**config.mk**
```make
export PLATFORM = sky130hd
export DESIGN_NAME = cic_integ_decim
export DESIGN_NICKNAME = d
export VERILOG_FILES = /design/src/rtl/cic_pkg.sv /design/src/rtl/cic_integrator.sv /design/src/rtl/cic_integ_decim.sv
export SDC_FILE = /design/constraint.sdc
export NUM_CORES = 1
export LEC_CHECK = 0
export ABC_AREA = 1
export CORE_MARGIN = 2
export CORE_UTILIZATION = 47
export CTS_CLUSTER_SIZE = 10
export DETAILED_ROUTE_END_ITERATION = 6
export DONT_BUFFER_PORTS = 1
export GPL_TIMING_DRIVEN = 0
export HOLD_SLACK_MARGIN = 0.12
export SLEW_MARGIN = 5
export SYNTH_ARGS = -nofsm -noshare
export SYNTH_HDL_FRONTEND = slang
export SYNTH_SLANG_ARGS = --single-unit
```
**constraint.sdc**
```tcl
create_clock -name clk -period 2.9 [get_ports clk]
set_clock_uncertainty 0.05 [all_clocks]
set_input_delay 0.58 -clock clk [delete_from_list [all_inputs] [get_ports clk]]
set_output_delay 0.58 -clock clk [all_outputs]
set_load 0.1 [all_outputs]
```
**src/rtl/cic_pkg.sv**
```systemverilog
// Shared constants and elaboration-time helpers for the CIC decimation chain
// (integrator/decimator front half and comb back half).
package cic_pkg;

    localparam int N_MIN = 2;
    localparam int N_MAX = 10;
    localparam int R_MIN = 2;
    localparam int R_MAX = 64;

    // Smallest w such that 2**w >= v.
    function automatic int clog2(input int v);
        int w;
        w = 0;
        while ((1 << w) < v) begin
            w = w + 1;
        end
        return w;
    endfunction

    // Hogenauer register growth: worst-case bit width through N stages at decimation R.
    function automatic int growth_width(input int in_width, input int n, input int r);
        return in_width + n * clog2(r);
    endfunction

endpackage

```
**src/rtl/cic_integrator.sv**
```systemverilog
// Single CIC integrator stage: registered modular accumulator, advances only when enabled.
module cic_integrator #(
    parameter int DATA_WIDTH = 14
) (
    input  logic                         clk,
    input  logic                         rst,
    input  logic                         en,
    input  logic signed [DATA_WIDTH-1:0] din,
    output logic signed [DATA_WIDTH-1:0] dout
);

    // Accumulate din on enabled edges; overflow wraps, which the comb stage relies on.
    always_ff @(posedge clk or posedge rst) begin
        if (rst) begin
            dout <= '0;
        end else if (en) begin
            dout <= dout + din;
        end
    end

endmodule

```
**src/rtl/cic_integ_decim.sv**
```systemverilog
// CIC integrator cascade plus decimate-by-R output register with a one-cycle ND strobe.
module cic_integ_decim
    import cic_pkg::*;
#(
    parameter int N          = 3,
    parameter int R          = 4,
    parameter int IN_WIDTH   = 8,
    parameter int DATA_WIDTH = growth_width(IN_WIDTH, N, R)
) (
    input  logic                         clk,
    input  logic                         rst,
    input  logic                         in_valid,
    input  logic                         sync,
    input  logic signed [IN_WIDTH-1:0]   Xin,
    output logic                         ND,
    output logic signed [DATA_WIDTH-1:0] Yout
);

    localparam int            CW       = clog2(R);
    localparam logic [CW-1:0] CNT_LAST = CW'(R - 1);
    localparam logic [CW-1:0] CNT_ONE  = CW'(1);

    // stage[0] is the sign-extended input; stage[k] is integrator k output.
    logic signed [DATA_WIDTH-1:0] stage [0:N];
    logic        [CW-1:0]         cnt;
    logic                         emit;

    // Sign-extend the input sample to the internal width.
    always_comb begin
        stage[0] = {{(DATA_WIDTH - IN_WIDTH){Xin[IN_WIDTH-1]}}, Xin};
    end

    // Each stage sums the registered (pre-edge) output of the one before it.
    for (genvar k = 1; k <= N; k++) begin : g_integ
        cic_integrator #(
            .DATA_WIDTH(DATA_WIDTH)
        ) u_integ (
            .clk  (clk),
            .rst  (rst),
            .en   (in_valid),
            .din  (stage[k-1]),
            .dout (stage[k])
        );
    end

    // Emit on the last phase of a decimation period unless sync restarts the phase.
    always_comb begin
        emit = in_valid && !sync && (cnt == CNT_LAST);
    end

    // Phase counter: sync takes priority; a synced valid sample is itself phase 0.
    always_ff @(posedge clk or posedge rst) begin
        if (rst) begin
            cnt <= '0;
        end else if (in_valid) begin
            if (sync) begin
                cnt <= CNT_ONE;
            end else if (cnt == CNT_LAST) begin
                cnt <= '0;
            end else begin
                cnt <= cnt + CNT_ONE;
            end
        end else if (sync) begin
            cnt <= '0;
        end
    end

    // Output register: capture the last integrator on emission, strobe ND for one cycle.
    always_ff @(posedge clk or posedge rst) begin
        if (rst) begin
            Yout <= '0;
            ND   <= 1'b0;
        end else begin
            ND <= emit;
            if (emit) begin
                Yout <= stage[N];
            end
        end
    end

endmodule

```
# Word level (Yosys, flattened, before mapping)
# Cells that the tools add are included.
[classes]
n_mux = 4
n_eq_ne = 1
magnitude_cmp = 0
reduce_logical = 4
div = 0
bitwise_logic = 0
n_shift = 0
multipliers = 0
add_sub_neg = 4
[ops]
columns = ["op", "n"]
rows = [
  ["14-bit adder", 2],
  ["14-bit by 8-bit adder with 14-bit output", 1],
  ["2-bit 2-to-1 mux", 4],
  ["2-bit by 1-bit adder with 2-bit output, second input constant", 1],
  ["2-bit equality test, second input constant", 1],
  ["1-bit logical AND", 2],
  ["2-bit nonzero test", 1],
  ["1-bit zero test", 1],
]
[word_totals]
ram_bits = 0
input_bits = 12
memories = 0
register_bits = 59
rom_bits = 0
latchBits = 0

# Logic depth before layout (Yosys ltp)
# Gate-level depths: netlist of the first run.
[depth]
ltp_word = 4
mapped_depth = 11
ltp_nobuf = 11

# Hierarchy
# From an unflattened synthesis of the first run, not the netlist that was laid out.
[hier_totals]
hier_cells = 706
hier_area_um2 = 4739.5
[modules_own_cells]
columns = ["mod", "area_each_um2", "cells_per_inst", "instances"]
rows = [
  ["cic_integrator at g_integ[1].u_integ ...", 1323.8, 209, 2],
  ["cic_integrator at g_integ[3].u_integ", 1336.3, 209, 1],
  ["cic_integ_decim", 755.7, 79, 1],
]

# Least setup slack after synthesis of the first run
# No wires, ideal clock.
[synth_path]
path_kind = "input to register"
from = "input port Xin[0]"
to = "register g_integ[1].u_integ.dout[12]"
required_time_ns = 2.733
arrival_time_ns = 1.678
stages = 11
setup_slack_ns = 1.055
n_path_buf = 0
path_cell_list = "ha_1 inv_1 fa_1 nor2_1 nor2_2 inv_1 nand2_1 nand3_1 nand2_1 nand3_1 nand2_1"
[synth_between]
elab_chain_len = 1
[synth_lines]
columns = ["item", "line", "source"]
rows = [
  ["from (decl)", "cic_integ_decim.sv:14", "input logic signed [IN_WIDTH-1:0] Xin,"],
  ["14-bit by 8-bit adder with 14-bit output", "cic_integrator.sv:17", "dout <= dout + din;"],
  ["to (signal assigned)", "cic_integrator.sv:17", ""],
  ["to (decl)", "cic_integrator.sv:9", "output logic signed [DATA_WIDTH-1:0] dout"],
]
# Every way passes these cells.
# A chain may end at the register's enable or synchronous reset.

# Worst setup path after layout of the first run
[layout_path]
from = "register Yout[0]"
to = "output port Yout[0]"
[layout_rtl]
columns = ["item", "line", "source"]
rows = [
  ["from (decl)", "cic_integ_decim.sv:16", "output logic signed [DATA_WIDTH-1:0] Yout"],
  ["from (signal assigned)", "cic_integ_decim.sv:76", "Yout <= stage[N];"],
]
# No word-level cell between the ends.

==> results list, run 1 <==
* Max-Slew Margin vs Limit: about 40%
- Initial core utilization: between 40% and 50%
- The worst hold path belongs to the class input pin to async pin.
- Mean post-synth cell area: ~6.7 um^2
- Routability congestion estimate from global placement: about 0.9
- Grt ovf: 0
- The repair_antennas step left the layout with diodes totalling 0.
- After the last flow step, the layout net total stands at 762.
- Residual antenna-violating net count after detailed routing: 0
- Slew at the pin with the worst max-slew slack: just over 900 ps
- Area leader, netlist: sky130_fd_sc_hd__dfrtp_1
- For this block, the initial DRC count from the detailed router was between 100 and 150.
- Die Y-Extent: around 100 um
- The routed layout has between 4000 and 5000 vias.
- Global-route wire length before repair: roughly 19000 um
* Maximum number of pins on one net before global-route repair: 34
- Signal arrival time at the worst endpoint: 1290 ps
* Std-Cell Core Area: a little under 0.01 mm^2
- Max-cap violations in this run came to 0.
- Per-cell routed wire length: between 10 and 15 um
* Result of the run: complete, no violations
- TritonCTS clock tree: done
- During I/O placement, the number of pins put on the boundary was 27.
- Die Area: ~0.011 mm^2
- Count of state elements after synthesis: between 50 and 60
- Layout overhead on the synthesized area: 9.258%
* Total count of hold-check failures in the final report: 0
* Number of buffers on the longest clock path: 2
- Total track usage: around 23%
- The initial antenna violation count was 0.
* DR vias/cell: ~5.0
- Post-DP HPWL: approximately 8800 um
- Based on the critical path, the design can be clocked at up to roughly 520 MHz.
* Die Span X: ~100 um
- Counting every instance in the synthesized netlist gives 695.
* H-tree lvl count: 3
- In the post-synthesis netlist, the cell with the most instances is sky130_fd_sc_hd__nand2_1.
- The cell area that synthesis handed to floorplanning was around 0.0046 mm^2.
- Setup violators final: 0
* Worst Setup Path Type: flop to primary output
* Worst Setup Start Kind: flop
* Number of hold buffers added after CTS: 0
- The tree is rooted in a sky130_fd_sc_hd__clkbuf_8.
* Share of the synthesized area in the top cell type: roughly a third
* Number of enable flip-flop cells after synthesis: 0
- Final std cell area, no fill: 0.005050 mm^2
- Final cycle utilization of the critical path: around two thirds
- In this run, CTS created clock tree buffers numbering 9.
- Once the clock tree was built, the setup fixing pass inserted 0 buffers.
- The tightest hold path in the finished design has a slack of approximately 120 ps.
- Among all flip-flop cells after synthesis, the most frequent one is sky130_fd_sc_hd__dfrtp_1.
- During synthesis, Yosys emitted a total of 0 warnings.
- RSZ-0062 raised after global routing: no
* Kind of end point of the critical path: primary output
- For the final routed database, the setup TNS stands at 0 ps.
- After detailed placement, the total cell area comes to ~0.0048 mm^2.
- Counting flops with an async set or reset pin after synthesis yields a share of 100.0%.
* Cell types with the highest counts after synthesis: sky130_fd_sc_hd__nand2_1, sky130_fd_sc_hd__inv_1, sky130_fd_sc_hd__dfrtp_1
* Final-report max-slew violation count: 0
- Resize count post-CTS: 0
* Number of remaining DRC errors: 0
- The clock reaches the later pin of the worst-skew pair after 350 ps.
- Most area-consuming cells after synthesis: sky130_fd_sc_hd__dfrtp_1, sky130_fd_sc_hd__nand2_1, sky130_fd_sc_hd__ha_1
- Summed over all layers, the routed wires come to 11160 um.
- Clock edge transition at the registers on the reported setup and hold paths: around 80 ps
- Site Rows: 36
* Largest fanout on the critical path: 2
- Post-layout minimum cycle time: about 1900 ps
* Share of the yosys chip area belonging to registers: a little under a third
* Detailed Routing Iterations Pass 1: 7
- Input and output buffers added on the ports amount to 0.
* Clock Sinks: roughly 60
* Fraction of final layout cells sized beyond drive strength 1: under 10%
- Vias in the first global route: about 4100
- Data on the critical path is required at its endpoint by ~2300 ps.
* Net Count, Synth: 750
- Counting distinct cell types in the post-synthesis netlist gives 27.
==> registers in the layout, indices dropped and copies added (netlist names) <==
| register | cells |
|---|---|
| Yout | 14 |
| g_integ.u_integ.dout | 42 |
| cnt | 2 |
| ND | 1 |
==> through the flow <==
stage	setup slack (ps)	utilization, %	instances
floorplan	813.7	-	695
global placement	52.25	49.68	828
detailed placement	879.8	49.88	829
CTS	964.2	52.39	845
global route	859.9	52.39	845
finish	979.0	52.39	845
==> worst paths after layout <==
path | start | to | slack [ps] | cells past startpoint
max in group asynchronous | rst | g_integ[1].u_integ.dout[13] | 2080 | 2
worst max-delay path | Yout[0] | Yout[0] | 980 | 0
worst max register to register | g_integ[1].u_integ.dout[0] | g_integ[1].u_integ.dout[12] | 1060 | 11
worst min-delay path | rst | g_integ[3].u_integ.dout[0] | 120 | 1
min in group clk | sync | cnt[1] | 390 | 3
worst min register to register | g_integ[3].u_integ.dout[9] | Yout[9] | 470 | 2
==> per-layer routing <==
layer	wire [um]	track usage, %	up-vias
met5	0	0	-
met2	5288	39.76	71
li1	-	-	2171
met1	5328	29.66	1935
met4	191	7.287	0
met3	346	4.203	17
==> cell families (layout without fill, tap and decap cells) <==
logic type                 count (synthesis)  after routing  synth area share, %
and+or+nand+nor                          385            385                35.17
xor gates and xnor gates                  14             14                2.653
AOI/OAI and AO/OA                         60             60                6.551
DFF                                       59             59                31.94
buffers and inverters                    134            151                11.56
adders and majority gates                 43             43                12.13
==> cell usage in the layout (no fill, tap or decap), drive strengths merged <==
cell type and n:
nor3 3, fa 3, buf 12, nor2 46, xnor2 10, clkbuf 11
ha 40, bufinv 3, clkinv 3, nand3 43, nand3b 3, nand2 279
nand4 10, xor2 4, a21oi 24, or2 1, o21ai 34, o22ai 2
dfrtp 59, inv 122
==> cell type report <==
class / instances / area (um^2)
fill: 1029 / 4589
multi-input combinational: 502 / 2611
sequential: 59 / 1476
inverter: 123 / 461.7
tap: 133 / 166.4
clock buffer: 11 / 141.4
clock inverter: 5 / 100.1
buffer: 11 / 72.57
timing repair buffer: 1 / 20.02
Power of run 1 is left out: the tool's default activity adds up to more than one toggle a clock period on the data nets, which glitch-free logic cannot reach.
==> inputs of run 2 (changes only) <==
clock period = 1.6 ns   (was 2.9 ns; I/O delays follow)
==> run 2 against run 1 <==
The run now ends with negative setup slack left. First-iteration DRC count is 3.5% higher. Non-clock buffer count is 25 higher. Via count is 3.9% higher. Register-to-register slack worse by 1300 ps. Critical path type is now flop to flop. Highest routed layer unchanged.
==> results list, run 2 (synthesized netlist as in run 1, its figures left out) <==
- The number of global-route vias before repair is around 4200.
- The worst setup path is launched from a flop.
- The largest registers in the layout are g_integ.u_integ.dout: 42 flops, Yout: 14 flops, cnt: 2 flops.
- Clock Sinks: about 60
- Setup crit start: g_integ[1].u_integ.dout[0]
- The min-delay analysis places its worst path in the category input pin to flop.
* RSZ-0062 raised after global routing: yes
- Largest Register: g_integ.u_integ.dout
* Maximum number of pins on one net before global-route repair: 60
- After global routing, the most crowded layer is met2.
- Number of max-cap violations: 0
* Launch instance of the worst min-delay path: sync
* Global-route wire length before repair: 19200 um
* Antenna violations before repair: 0
* Number of nets at the end of the flow: 787
* Multi-input gate area: ~0.0036 mm^2
* Die Area: about 0.011 mm^2
* Post-layout minimum cycle time: ~1800 ps
- The checks that failed: negative setup slack.
- Across all hold checks on the routed design, the worst slack comes to around 150 ps.
* Result of the run: complete, but fails checks
- The total overflow left after global routing is 0.
* Final wirelength: between 10000 and 15000 um
- Leaving out fill and tap cells, the most frequent cell in the layout is sky130_fd_sc_hd__nand2_1.
- DR vias/cell: about 5
* Detailed Routing Iterations Pass 1: 4
* GR met2 Demand/Resource: about two fifths
* Max reg flops: 42
- The later pin in the worst-skew pair is clocked with a latency of about 350 ps.
- Post-DP HPWL: between 8000 and 9000 um
* R2r setup slk: -200 ps
- Routability congestion estimate from global placement: approximately 0.88
* Detailed-route via count: between 4000 and 5000
* Number of remaining DRC errors: 0
- F_max: 556.4 MHz
- Highest-count cells in the layout ignoring fill and taps: sky130_fd_sc_hd__nand2_1, sky130_fd_sc_hd__inv_1, sky130_fd_sc_hd__nand2_2, sky130_fd_sc_hd__dfrtp_2, sky130_fd_sc_hd__ha_4
- Once detail routing completed, the nets flagged for antenna violations numbered 0.
- Kind of end point of the critical path: flop
- Total track usage: 23.51%
- Max-Slew Margin vs Limit: approximately two thirds
- The count of final max-slew check failures is 0.
* Sequential standard cell area: ~0.0015 mm^2
* Slew at the pin with the worst max-slew slack: 499.3 ps
- Clock-pin slew was measured on the worst setup and hold paths at around 70 ps.
- In the global route stage, met1 resource usage came out at between 20 and 30%.
- Die Span X: 103.2 um
- In this run, CTS created clock tree buffers numbering 9.
- Site Rows: 36
- The core region is 0.009639 mm^2.
- The die is around 100 um tall.
* Number of antenna cells inserted: 0
* Final cycle utilization of the critical path: 112.3%
- Number of ports placed on the die boundary: 27
- Worst path required time: 1790 ps
* Total count of hold-check failures in the final report: 0
- Setup violations remaining at the end of the flow were counted as 13.
- After the first detailed-routing iteration, the DRC count stood at around 150.
- Sum of negative setup slack: -1057 ps
- Fraction of final layout cells sized beyond drive strength 1: roughly 37%
* Global-route track usage on met3: 4.000%
- The longest clock path from root to sink contains 2 buffers.
- Compared with the post-synthesis result, the final layout area differs by 34.14%.
- Input and output buffers added on the ports amount to 0.
- In the post-route analysis, the smallest setup slack over all paths is -197.3 ps.
- Origin of the critical flop-to-flop path: g_integ[1].u_integ.dout[0]
- TritonCTS built the clock tree.
- Largest fanout on the critical path: 3
- Per-cell routed wire length: ~14 um
- H-tree lvl count: 3
- Initial core utilization: 47.95%
- Fill cells in the final layout number 846.
- Signal arrival time at the worst endpoint: approximately 2000 ps
- The critical path is of the flop to flop type.
- Buffer cell driving the clock tree root: sky130_fd_sc_hd__clkbuf_8
==> run 2: worst paths after layout <==
check                      depth (start not counted)                          end
max in group asynchronous                          3  g_integ[2].u_integ.dout[11]
min reg2reg                                        2   g_integ[1].u_integ.dout[0]
max                                               12  g_integ[2].u_integ.dout[12]
max reg2reg                                       12  g_integ[2].u_integ.dout[12]
min                                                3                       cnt[1]
min in group asynchronous                          2   g_integ[1].u_integ.dout[0]
==> run 2: what timing repair did <==
| action | in CTS | in global routing |
|---|---|---|
| gates resized for setup | 75 | 158 |
| hold buffers | 0 | 1 |
| setup endpoints to repair | 43 | 31 |
| setup buffers | 5 | 19 |
| endpoints found under the hold margin | 0 | 18 |
| pin swaps | 10 | 71 |
==> run 2: cell type report <==
type,instances,area share (%)
Tap cell,133,2.684
Clock inverter,7,1.110
Multi-Input combinational cell,502,57.28
Buffer,11,1.171
Timing Repair Buffer,26,3.633
Sequential cell,59,24.62
Inverter,123,7.508
Clock buffer,9,1.998
==> run 2: worst max-delay path, stage by stage, from the launching register on <==
cell	delay (ps)
sky130_fd_sc_hd__dfrtp_1	390
sky130_fd_sc_hd__buf_6	120
sky130_fd_sc_hd__ha_4	130
sky130_fd_sc_hd__inv_2	40
sky130_fd_sc_hd__fa_2	420
sky130_fd_sc_hd__nor2_4	140
sky130_fd_sc_hd__nor2_4	60
sky130_fd_sc_hd__inv_2	50
sky130_fd_sc_hd__nand2_2	60
sky130_fd_sc_hd__nand3_2	70
sky130_fd_sc_hd__nand2_2	60
sky130_fd_sc_hd__nand3_2	50
sky130_fd_sc_hd__nand2_1	50
==> run 2: metrics by stage <==
step                      cells  cell area [um^2]  utilization (%)  setup slack, ps
after global placement      828              4795            49.74           -201.7
after detailed placement    828              4795            49.74           -209.1
after global routing        870              6200            64.32           -269.9
final                       870              6200            64.32           -197.3
after CTS                   849              5479            56.84           -134.8
after floorplan             695              4628                -            6.019
==> run 2: layer usage <==
layer  vias up  routed length [um]
met1      2064                5635
met3        14                 304
li1       2227                   -
met4         0                 177
met5         -                   0
met2        53                6222
Power of run 2 is left out for the same reason.
